===== src/rtl/framebuffer_scanout_if.sv =====
// Framebuffer read port and DM633 serial pins driven by the scanout sequencer.
// The master side is the sequencer; the slave side is the memory and driver chain.
interface framebuffer_scanout_if #(
  parameter int c_addr_w = 10,
  parameter int c_bpc    = 12
);
  logic                o_ren;
  logic [c_addr_w-1:0] o_raddr;
  logic [c_bpc-1:0]    i_rdata;
  logic                o_dck;
  logic                o_dai;
  logic                o_lat;

  modport master (
    output o_ren,
    output o_raddr,
    input  i_rdata,
    output o_dck,
    output o_dai,
    output o_lat
  );

  modport slave (
    input  o_ren,
    input  o_raddr,
    output i_rdata,
    input  o_dck,
    input  o_dai,
    input  o_lat
  );
endinterface


===== src/rtl/framebuffer_scanout.sv =====
// Reads one frame from the framebuffer, shifts it MSB-first into the
// daisy-chained DM633 drivers (farthest driver first), then latches it.
module framebuffer_scanout #(
  parameter int c_ledboards = 30,
  parameter int c_channels  = c_ledboards * 32,
  parameter int c_addr_w    = $clog2(c_channels),
  parameter int c_bpc       = 12,
  parameter int c_clkdiv    = 2
) (
  input  logic                  i_clk,
  input  logic                  i_rst,
  input  logic                  i_start,
  output logic                  o_busy,
  output logic                  o_done,
  framebuffer_scanout_if.master fb
);

  localparam int c_bit_w = (c_bpc > 1) ? $clog2(c_bpc) : 1;
  localparam int c_div_w = $clog2(c_clkdiv) + 1;

  localparam logic [c_addr_w-1:0] c_addr_top =
    c_addr_w'(c_channels - 1);
  localparam logic [c_addr_w-1:0] c_addr_one =
    c_addr_w'(1);
  localparam logic [c_bit_w-1:0] c_bit_top =
    c_bit_w'(c_bpc - 1);
  localparam logic [c_bit_w-1:0] c_bit_one =
    c_bit_w'(1);
  localparam logic [c_div_w-1:0] c_div_last =
    c_div_w'(c_clkdiv - 1);
  localparam logic [c_div_w-1:0] c_div_one =
    c_div_w'(1);

  typedef enum logic [2:0] {
    S_IDLE,
    S_FETCH,
    S_WAIT,
    S_SHIFT,
    S_LATCH,
    S_DONE
  } state_t;

  state_t              r_state;
  logic [c_addr_w-1:0] r_addr;
  logic [c_bpc-1:0]    r_sr;
  logic [c_bit_w-1:0]  r_bit;
  logic [c_div_w-1:0]  r_div;
  logic                r_ph;

  logic                r_ren;
  logic [c_addr_w-1:0] r_raddr;
  logic                r_dck;
  logic                r_dai;
  logic                r_lat;
  logic                r_busy;
  logic                r_done;

  state_t              w_state_nxt;
  logic [c_addr_w-1:0] w_addr_nxt;
  logic [c_bpc-1:0]    w_sr_nxt;
  logic [c_bit_w-1:0]  w_bit_nxt;
  logic [c_div_w-1:0]  w_div_nxt;
  logic                w_ph_nxt;
  logic                w_div_end;

  logic                w_ren_nxt;
  logic [c_addr_w-1:0] w_raddr_nxt;
  logic                w_dck_nxt;
  logic                w_dai_nxt;
  logic                w_lat_nxt;
  logic                w_busy_nxt;
  logic                w_done_nxt;

  assign w_div_end = (r_div == c_div_last);

  // r_ph splits each bit (and the latch pulse) into a low and a high half,
  // each c_clkdiv cycles long as counted by r_div.
  always_comb begin
    w_state_nxt = r_state;
    w_addr_nxt  = r_addr;
    w_sr_nxt    = r_sr;
    w_bit_nxt   = r_bit;
    w_div_nxt   = r_div;
    w_ph_nxt    = r_ph;
    unique case (r_state)
      S_IDLE: begin
        if (i_start) begin
          w_state_nxt = S_FETCH;
          w_addr_nxt  = c_addr_top;
        end
      end
      S_FETCH: begin
        w_state_nxt = S_WAIT;
      end
      S_WAIT: begin
        w_state_nxt = S_SHIFT;
        w_sr_nxt    = fb.i_rdata;
        w_bit_nxt   = c_bit_top;
        w_div_nxt   = '0;
        w_ph_nxt    = 1'b0;
      end
      S_SHIFT: begin
        if (!w_div_end) begin
          w_div_nxt = r_div + c_div_one;
        end else begin
          w_div_nxt = '0;
          if (!r_ph) begin
            w_ph_nxt = 1'b1;
          end else begin
            w_ph_nxt = 1'b0;
            w_sr_nxt = r_sr << 1;
            if (r_bit != '0) begin
              w_bit_nxt = r_bit - c_bit_one;
            end else if (r_addr != '0) begin
              w_addr_nxt  = r_addr - c_addr_one;
              w_state_nxt = S_FETCH;
            end else begin
              w_state_nxt = S_LATCH;
            end
          end
        end
      end
      S_LATCH: begin
        if (!w_div_end) begin
          w_div_nxt = r_div + c_div_one;
        end else begin
          w_div_nxt = '0;
          if (!r_ph) begin
            w_ph_nxt = 1'b1;
          end else begin
            w_ph_nxt    = 1'b0;
            w_state_nxt = S_DONE;
          end
        end
      end
      S_DONE: begin
        w_state_nxt = S_IDLE;
      end
      default: begin
        w_state_nxt = S_IDLE;
      end
    endcase
  end

  // Outputs follow the next state so they line up with the state register.
  always_comb begin
    w_ren_nxt   = (w_state_nxt == S_FETCH);
    w_raddr_nxt = w_ren_nxt ? w_addr_nxt : r_raddr;
    w_dck_nxt   = (w_state_nxt == S_SHIFT) && w_ph_nxt;
    w_dai_nxt   = (w_state_nxt == S_SHIFT) &&
                  w_sr_nxt[c_bpc-1];
    w_lat_nxt   = (w_state_nxt == S_LATCH);
    w_busy_nxt  = (w_state_nxt != S_IDLE);
    w_done_nxt  = (w_state_nxt == S_DONE);
  end

  always_ff @(posedge i_clk) begin
    if (i_rst) begin
      r_state <= S_IDLE;
      r_addr  <= c_addr_top;
      r_sr    <= '0;
      r_bit   <= '0;
      r_div   <= '0;
      r_ph    <= 1'b0;
      r_ren   <= 1'b0;
      r_raddr <= '0;
      r_dck   <= 1'b0;
      r_dai   <= 1'b0;
      r_lat   <= 1'b0;
      r_busy  <= 1'b0;
      r_done  <= 1'b0;
    end else begin
      r_state <= w_state_nxt;
      r_addr  <= w_addr_nxt;
      r_sr    <= w_sr_nxt;
      r_bit   <= w_bit_nxt;
      r_div   <= w_div_nxt;
      r_ph    <= w_ph_nxt;
      r_ren   <= w_ren_nxt;
      r_raddr <= w_raddr_nxt;
      r_dck   <= w_dck_nxt;
      r_dai   <= w_dai_nxt;
      r_lat   <= w_lat_nxt;
      r_busy  <= w_busy_nxt;
      r_done  <= w_done_nxt;
    end
  end

  assign o_busy     = r_busy;
  assign o_done     = r_done;
  assign fb.o_ren   = r_ren;
  assign fb.o_raddr = r_raddr;
  assign fb.o_dck   = r_dck;
  assign fb.o_dai   = r_dai;
  assign fb.o_lat   = r_lat;

endmodule


===== src/flat_wrapper.sv =====
// flat-port wrapper written by rule: the top's interface ports become plain ports
module framebuffer_scanout_flat 
#(
  parameter int c_ledboards = 30,
  parameter int c_channels  = c_ledboards * 32,
  parameter int c_addr_w    = $clog2(c_channels),
  parameter int c_bpc       = 12,
  parameter int c_clkdiv    = 2
)
  (i_clk, i_rst, i_start, o_busy, o_done, fb_o_ren, fb_o_raddr, fb_i_rdata, fb_o_dck, fb_o_dai, fb_o_lat);
  framebuffer_scanout_if #(.c_addr_w(c_addr_w), .c_bpc(c_bpc)) fb_i ();
  input  logic i_clk;
  input  logic i_rst;
  input  logic i_start;
  output logic o_busy;
  output logic o_done;
  output wire logic [$bits(fb_i.o_ren)-1:0] fb_o_ren;
  output wire logic [$bits(fb_i.o_raddr)-1:0] fb_o_raddr;
  input wire logic [$bits(fb_i.i_rdata)-1:0] fb_i_rdata;
  output wire logic [$bits(fb_i.o_dck)-1:0] fb_o_dck;
  output wire logic [$bits(fb_i.o_dai)-1:0] fb_o_dai;
  output wire logic [$bits(fb_i.o_lat)-1:0] fb_o_lat;
  assign fb_o_ren = fb_i.o_ren;
  assign fb_o_raddr = fb_i.o_raddr;
  assign fb_i.i_rdata = fb_i_rdata;
  assign fb_o_dck = fb_i.o_dck;
  assign fb_o_dai = fb_i.o_dai;
  assign fb_o_lat = fb_i.o_lat;
  framebuffer_scanout #(.c_ledboards(c_ledboards), .c_channels(c_channels), .c_addr_w(c_addr_w), .c_bpc(c_bpc), .c_clkdiv(c_clkdiv)) u_core (.i_clk(i_clk), .i_rst(i_rst), .i_start(i_start), .o_busy(o_busy), .o_done(o_done), .fb(fb_i));
endmodule

===== config.mk =====
export PLATFORM = sky130hd
export DESIGN_NAME = framebuffer_scanout_flat
export DESIGN_NICKNAME = d
export VERILOG_FILES = /design/src/rtl/framebuffer_scanout_if.sv /design/src/rtl/framebuffer_scanout.sv /design/src/flat_wrapper.sv
export SDC_FILE = /design/constraint.sdc
export NUM_CORES = 1
export LEC_CHECK = 0
export BUFFER_PORTS_ARGS = -buffer_cell sky130_fd_sc_hd__buf_2
export CAP_MARGIN = 10
export CELL_PAD_IN_SITES_DETAIL_PLACEMENT = 1
export CELL_PAD_IN_SITES_GLOBAL_PLACEMENT = 1
export CORE_UTILIZATION = 40
export CTS_CLUSTER_DIAMETER = 50
export DETAILED_ROUTE_END_ITERATION = 8
export PLACE_DENSITY = 0.8
export SLEW_MARGIN = 40
export SYNTH_ARGS = -nofsm -noshare
export SYNTH_HDL_FRONTEND = slang
export SYNTH_SLANG_ARGS = --single-unit

===== constraint.sdc =====
create_clock -name i_clk -period 5.7 [get_ports i_clk]
set_input_delay 0.855 -clock i_clk [delete_from_list [all_inputs] [get_ports i_clk]]
set_output_delay 0.855 -clock i_clk [all_outputs]
set_load 0.03 [all_outputs]

* Word-level counts from Yosys, hierarchy flattened
Cells that the tools add are included.
** Storage, ports and cells
- Output and inout bits :: 16
- Register bits after elaboration :: 48
- Input bits :: 15
- Word-level logic and storage cells :: 66
** Operators by class
- Reduce and logical (&&, ||, !) cells :: 11
- Equality and inequality tests :: 12
- Muxes and demuxes :: 26
- $add $sub $neg :: 3
** Operator list (count)
- two-way mux 10 bit :: 5
- two-way mux 12 bit :: 2
- case mux 12 bit (2 select lines) :: 1
- two-way mux 3 bit :: 7
- case mux 10 bit (2 select lines) :: 1
- case mux 3 bit (5 select lines) :: 1
- two-way mux 4 bit :: 3
- nonzero test 10 bit :: 1
- subtractor 10 x 1 -> 10 bit, second input constant :: 1
- equality test 3 x 2 -> 1 bit, second input constant :: 3
- equality test 3 bit, second input constant :: 3
- case mux 4 bit (2 select lines) :: 1
- equality test 3 x 1 -> 1 bit, second input constant :: 2
- != test 2 x 1 -> 1 bit, second input constant :: 3
- case mux 2 bit (2 select lines) :: 1
- AND reduction 4 bit :: 1
- nonzero test 2 bit :: 2
- nonzero test 4 bit :: 1
- subtractor 4 x 1 -> 4 bit, second input constant :: 1
- logical NOT 3 bit :: 1
- AND reduction 3 bit :: 1
- nonzero test 3 bit :: 1
- adder 2 x 1 -> 2 bit, second input constant :: 1
- equality test 2 x 1 -> 1 bit, second input constant :: 1
- other kinds (5) :: 7

* Logic depth before layout (Yosys ltp)
- Word-level depth :: 8
- Gate-level depth with buffers :: 9
- Depth with buffers taken out :: 8

* Worst setup path after synthesis
OpenSTA, ideal clock, no wires.
- Kind :: register -> register
- Start point :: register u_core.r_addr[0]
- End point :: register u_core.r_addr[5]
- Path buffers :: 1
- Arrival time :: 1.780 ns
- Period minus slack after synthesis :: 1.900 ns
- Setup slack :: 3.800 ns
- Stages on the path, launching flop included :: 8
- Library setup time :: 0.120 ns
- Data required time :: 5.580 ns
- Cells stage by stage :: dfxtp_1 -> inv_1 -> ha_1 -> and3_1 -> buf_6 -> or4_4 -> mux2i_1 -> or2_1
** Between the ends
- Word-level cells in the longest chain between the ends :: 6
- Elaborated cells between the ends (all ways) :: 7
- Those cells by class :: add/sub: 1; mux: 5; reduce/logical: 1
** RTL lines
- start: declaration :: line framebuffer_scanout.sv:44 : logic [c_addr_w-1:0] r_addr;
- start signal: assignment :: line framebuffer_scanout.sv:160 : r_addr <= c_addr_top;
- start signal: assignment :: line framebuffer_scanout.sv:174 : r_addr <= w_addr_nxt;
- subtractor 10 x 1 -> 10 bit / nonzero test 10 bit (equally long branches) :: line framebuffer_scanout.sv:115, framebuffer_scanout.sv:114
- two-way mux 10 bit (*) :: line framebuffer_scanout.sv:114 : end else if (r_addr != '0) begin
- two-way mux 10 bit (*) :: line framebuffer_scanout.sv:112 : if (r_bit != '0) begin
- two-way mux 10 bit (*) :: line framebuffer_scanout.sv:107 : if (!r_ph) begin
- two-way mux 10 bit (*) :: line framebuffer_scanout.sv:103 : if (!w_div_end) begin
- case mux 10 bit (2 select lines) (*) :: line framebuffer_scanout.sv:85 : unique case (r_state)
Mark *: on every way between the ends. The rest lies on a longest branch, timed or not.
A chain may end at the register's enable or synchronous reset.

* Final worst setup path
- Start point :: register u_core.r_state[0]
- End point :: register u_core.r_raddr[5] (netlist: u_core.fb.o_raddr[5])
** Between the ends
- Word-level cells in the longest chain between the ends :: 5
- Elaborated cells between the ends (all ways) :: 14
- Those cells by class :: eq/ne: 5; mux: 8; reduce/logical: 1
** RTL lines
- start: declaration :: line framebuffer_scanout.sv:43 : state_t r_state;
- start signal: assignment :: line framebuffer_scanout.sv:173 : r_state <= w_state_nxt;
- two-way mux 3 bit :: line framebuffer_scanout.sv:112
- two-way mux 3 bit :: line framebuffer_scanout.sv:107
- two-way mux 3 bit :: line framebuffer_scanout.sv:103
- case mux 3 bit (5 select lines) :: line framebuffer_scanout.sv:85
- equality test 3 x 1 -> 1 bit :: line framebuffer_scanout.sv:147 : w_ren_nxt = (w_state_nxt == S_FETCH);
- end signal: assignment :: line framebuffer_scanout.sv:180 : r_raddr <= w_raddr_nxt;
- end: declaration :: line framebuffer_scanout.sv:51 : logic [c_addr_w-1:0] r_raddr;
Several ways; a longest one is shown, not always the timed one.

==> impl_results.md <==
- Worst Path Required: 5.93 ns
- Setup TNS: 0 ns
- Least-Margin Pin Slew: 0.797 ns
- GRT Util Overall: 0.193
- Vias in the first global route: 1770
- Mapped Cells: 257
- Global routing's busiest layer: met2
- Met3 usage: 0.0370
- Unique masters post-synth: 53
- GR met2 Demand/Resource: 0.314
- Asr flop ratio synth: 0
- Power per cell area: 310 nW/um^2
- Iter 0 DRT Violations: 133
- Min Tclk post-route: 2.17 ns
- Mean Syn Cell Area: 8.47 um^2
- Fillers: 640
- CP arrival: 2.40 ns
- Post CTS Setup Buffer Count: 0
- Fmax: 0.461 GHz
- Routed WL: 4.96 mm
- Ys Warns: 0
- Post-synthesis sequential area ratio: 0.442
- Starting density of the core: 0.421
- # port buffers: 30
- Routability cong.: 0.815
- EDFF count, synth: 0
- Top-Level Pins: 31
- Worst slew margin: 0.469
- Dominant cells by area after synthesis: dfxtp_1 (44%), nor2_1 (11%), nor4_1 (4.0%)
- CTS Sinks: 48
- Met1 Usage GRT: 0.255
- Worst-Skew Late Latency: 0.30 ns
- CP Launch Type: flip-flop
- CP max FO: 13
- Post-synth top flop: dfxtp_1
- Post-route ant nets: 0
- DRT Pass-1 Iters: 4
- Slew Viols, Final: 0
- Leak: 1.04 nW
- Drt drc: 0
- Worst vdd rail ir drop: 161 uV
- R2R depth: 6
- Count leader, synth: nor2_1
- Hold Startpoint: u_core.fb.o_raddr[2]$_SDFFE_PP0N_
- DR vias/cell: 5.33
- Share of cells above drive strength 1: 0.206
- CTS Buf Count: 5
- Die ar.: 5740 um^2
- Worst Hold Path EP: u_core.fb.o_raddr[2]$_SDFFE_PP0N_
- #FFs+latches synth: 48
- WHS Path Cells: 2
- Synth-to-Final Area Change: 13.2%
- Post-Layout Inst Area: 2460 um^2
- Nets: 300
- Kind of critical path: flip-flop to flip-flop
- Reg clk slew, reported paths: 0.09 ns
- Setup violators final: 0
- Routed vias: 1877
- Worst min-delay path category: flip-flop to flip-flop
- Placed Instance Area: 2340 um^2
- Register-to-register setup slack: 3.53 ns
- Post-CTS Hold Buffers: 0
- Fin crit share: 0.381
- WL/cell: 14.1 um
- Largest net degree at the start of global routing: 44
- Die Y: 75.8 um
- Synth cell count leaders: nor2_1 (62), dfxtp_1 (48), nand2_1 (14), nor4_1 (14), a21oi_1 (9)
- Global-route wire length before repair: 8.27 mm
- Max-cap viol count: 0
- Antenna fix cells: 0
- CTS root buf: clkbuf_8
- Hold Fails Final Rpt: 0
- Row cnt: 26
- Synth top area share: 0.442
- RR Startpoint: u_core.r_state[0]$_SDFF_PP0_
- H-tree depth: 2
- Grt total ovfl: 0
- CTS tree: yes
- Net Count, Synth: 276
- Synth Cell Area: 2180 um^2
- Biggest area consumer among synthesized cells: dfxtp_1
- Post-CTS resize count: 0
- CP Capture Type: flip-flop
- Post-DP HPWL: 3.45 mm
- R2R Path End: u_core.fb.o_raddr[5]$_SDFFE_PP0N_
- Die Wd: 75.8 um
- RSZ-0062 raised after global routing: false
- Worst clock skew: 0.0120 ns
- CTS Buffer Depth: 2
- Outcome: finished, final reports clean
- Placeable Area: 5170 um^2
- Initial antenna violation count: 0
==> worst max path at each step <==
stage,startpoint,end,slack [ns],depth (start not counted)
6_report,u_core.r_state[0]$_SDFF_PP0_,u_core.fb.o_raddr[5]$_SDFFE_PP0N_,3.53,6
5_1_grt,u_core.r_state[0]$_SDFF_PP0_,u_core.fb.o_raddr[8]$_SDFFE_PP0N_,3.38,6
4_1_cts,u_core.r_state[0]$_SDFF_PP0_,u_core.fb.o_raddr[5]$_SDFFE_PP0N_,3.60,6
3_5_place_dp,i_rst,u_core.o_busy$_SDFF_PP0_,3.49,3
3_3_place_gp,i_rst,u_core.o_busy$_SDFF_PP0_,3.52,3
2_1_floorplan,u_core.r_addr[0]$_SDFF_PP1_,u_core.r_addr[5]$_SDFF_PP1_,3.80,7
==> layer usage <==
| layer | share of wire | wire (um) |
|---|---|---|
| met1 | 0.49 | 2450 |
| met2 | 0.46 | 2300 |
| met3 | 0.027 | 136 |
| met4 | 0.016 | 77 |
| met5 | 0 | 0 |
==> stage by stage <==
step | worst slack, ns | hold slack (ns) | total power [mW] | instances | util
floorplan | 3.80 | 0.440 | 0.491 | 257 | -
global placement | 3.52 | 0.446 | 0.522 | 344 | 0.453
detailed placement | 3.49 | 0.452 | 0.526 | 344 | 0.453
CTS | 3.60 | 0.470 | 0.771 | 352 | 0.474
global route | 3.38 | 0.493 | 0.800 | 352 | 0.476
finish | 3.53 | 0.466 | 0.763 | 352 | 0.476
==> cell usage in the layout, fill, tap and decap left out, types with 4 or more instances in the layout <==
cell / synthesis / routed
a21oi_1: 9 / 8
and3_1: 5 / 5
buf_2: 3 / 30
clkbuf_8: 0 / 5
dfxtp_1: 48 / 48
ha_1: 4 / 4
inv_1: 8 / 8
mux2i_1: 5 / 5
nand2_1: 14 / 14
nand3_1: 7 / 7
nor2_1: 62 / 62
nor3_1: 7 / 7
nor4_1: 14 / 14
or2_2: 5 / 5
==> worst max-delay path: stages, from the launching register on <==
cell	delay (ns)
dfxtp_1	0.62
and3b_1	0.38
nand3_1	0.18
or4_4	0.52
mux2i_1	0.19
nand2_1	0.09
a21oi_2	0.11
==> power by group <==
part,switching [mW],leakage [nW],internal (mW),total [mW]
Sequential,0.0184,0.393,0.362,0.380
Clock,0.113,0.0552,0.130,0.243
Combinational,0.0919,0.594,0.0472,0.139
Total,0.223,1.04,0.539,0.763
==> sequential cells by signal, summed over array words and instances, names as in the netlist <==
name / count
u_core.fb.o_dai: 1
u_core.fb.o_dck: 1
u_core.fb.o_lat: 1
u_core.fb.o_raddr: 10
u_core.fb.o_ren: 1
u_core.o_busy: 1
u_core.o_done: 1
u_core.r_addr: 10
u_core.r_bit: 4
u_core.r_div: 2
u_core.r_ph: 1
u_core.r_sr: 12
u_core.r_state: 3
==> cells by family (layout without fill, tap and decap cells) <==
logic type,Yosys count,after routing,share of synthesized area
buf+inv,21,46,0.0466
fa+ha+maj,4,4,0.0230
compound gates,31,31,0.102
mux,5,5,0.0230
xor+xnor,3,3,0.0121
simple gates,145,145,0.352
flops,48,48,0.442
==> cell type report <==
cell class                      count  area [um^2]  area share
Multi-Input combinational cell    188         1130       0.457
Sequential cell                    48          961       0.390
Timing Repair Buffer               30          150      0.0610
Tap cell                           70         87.6      0.0356
Clock buffer                        6         72.6      0.0295
Clock inverter                      2         35.0      0.0142
Inverter                            8         30.0      0.0122
Note: power is estimated with default switching activity, not from simulation.
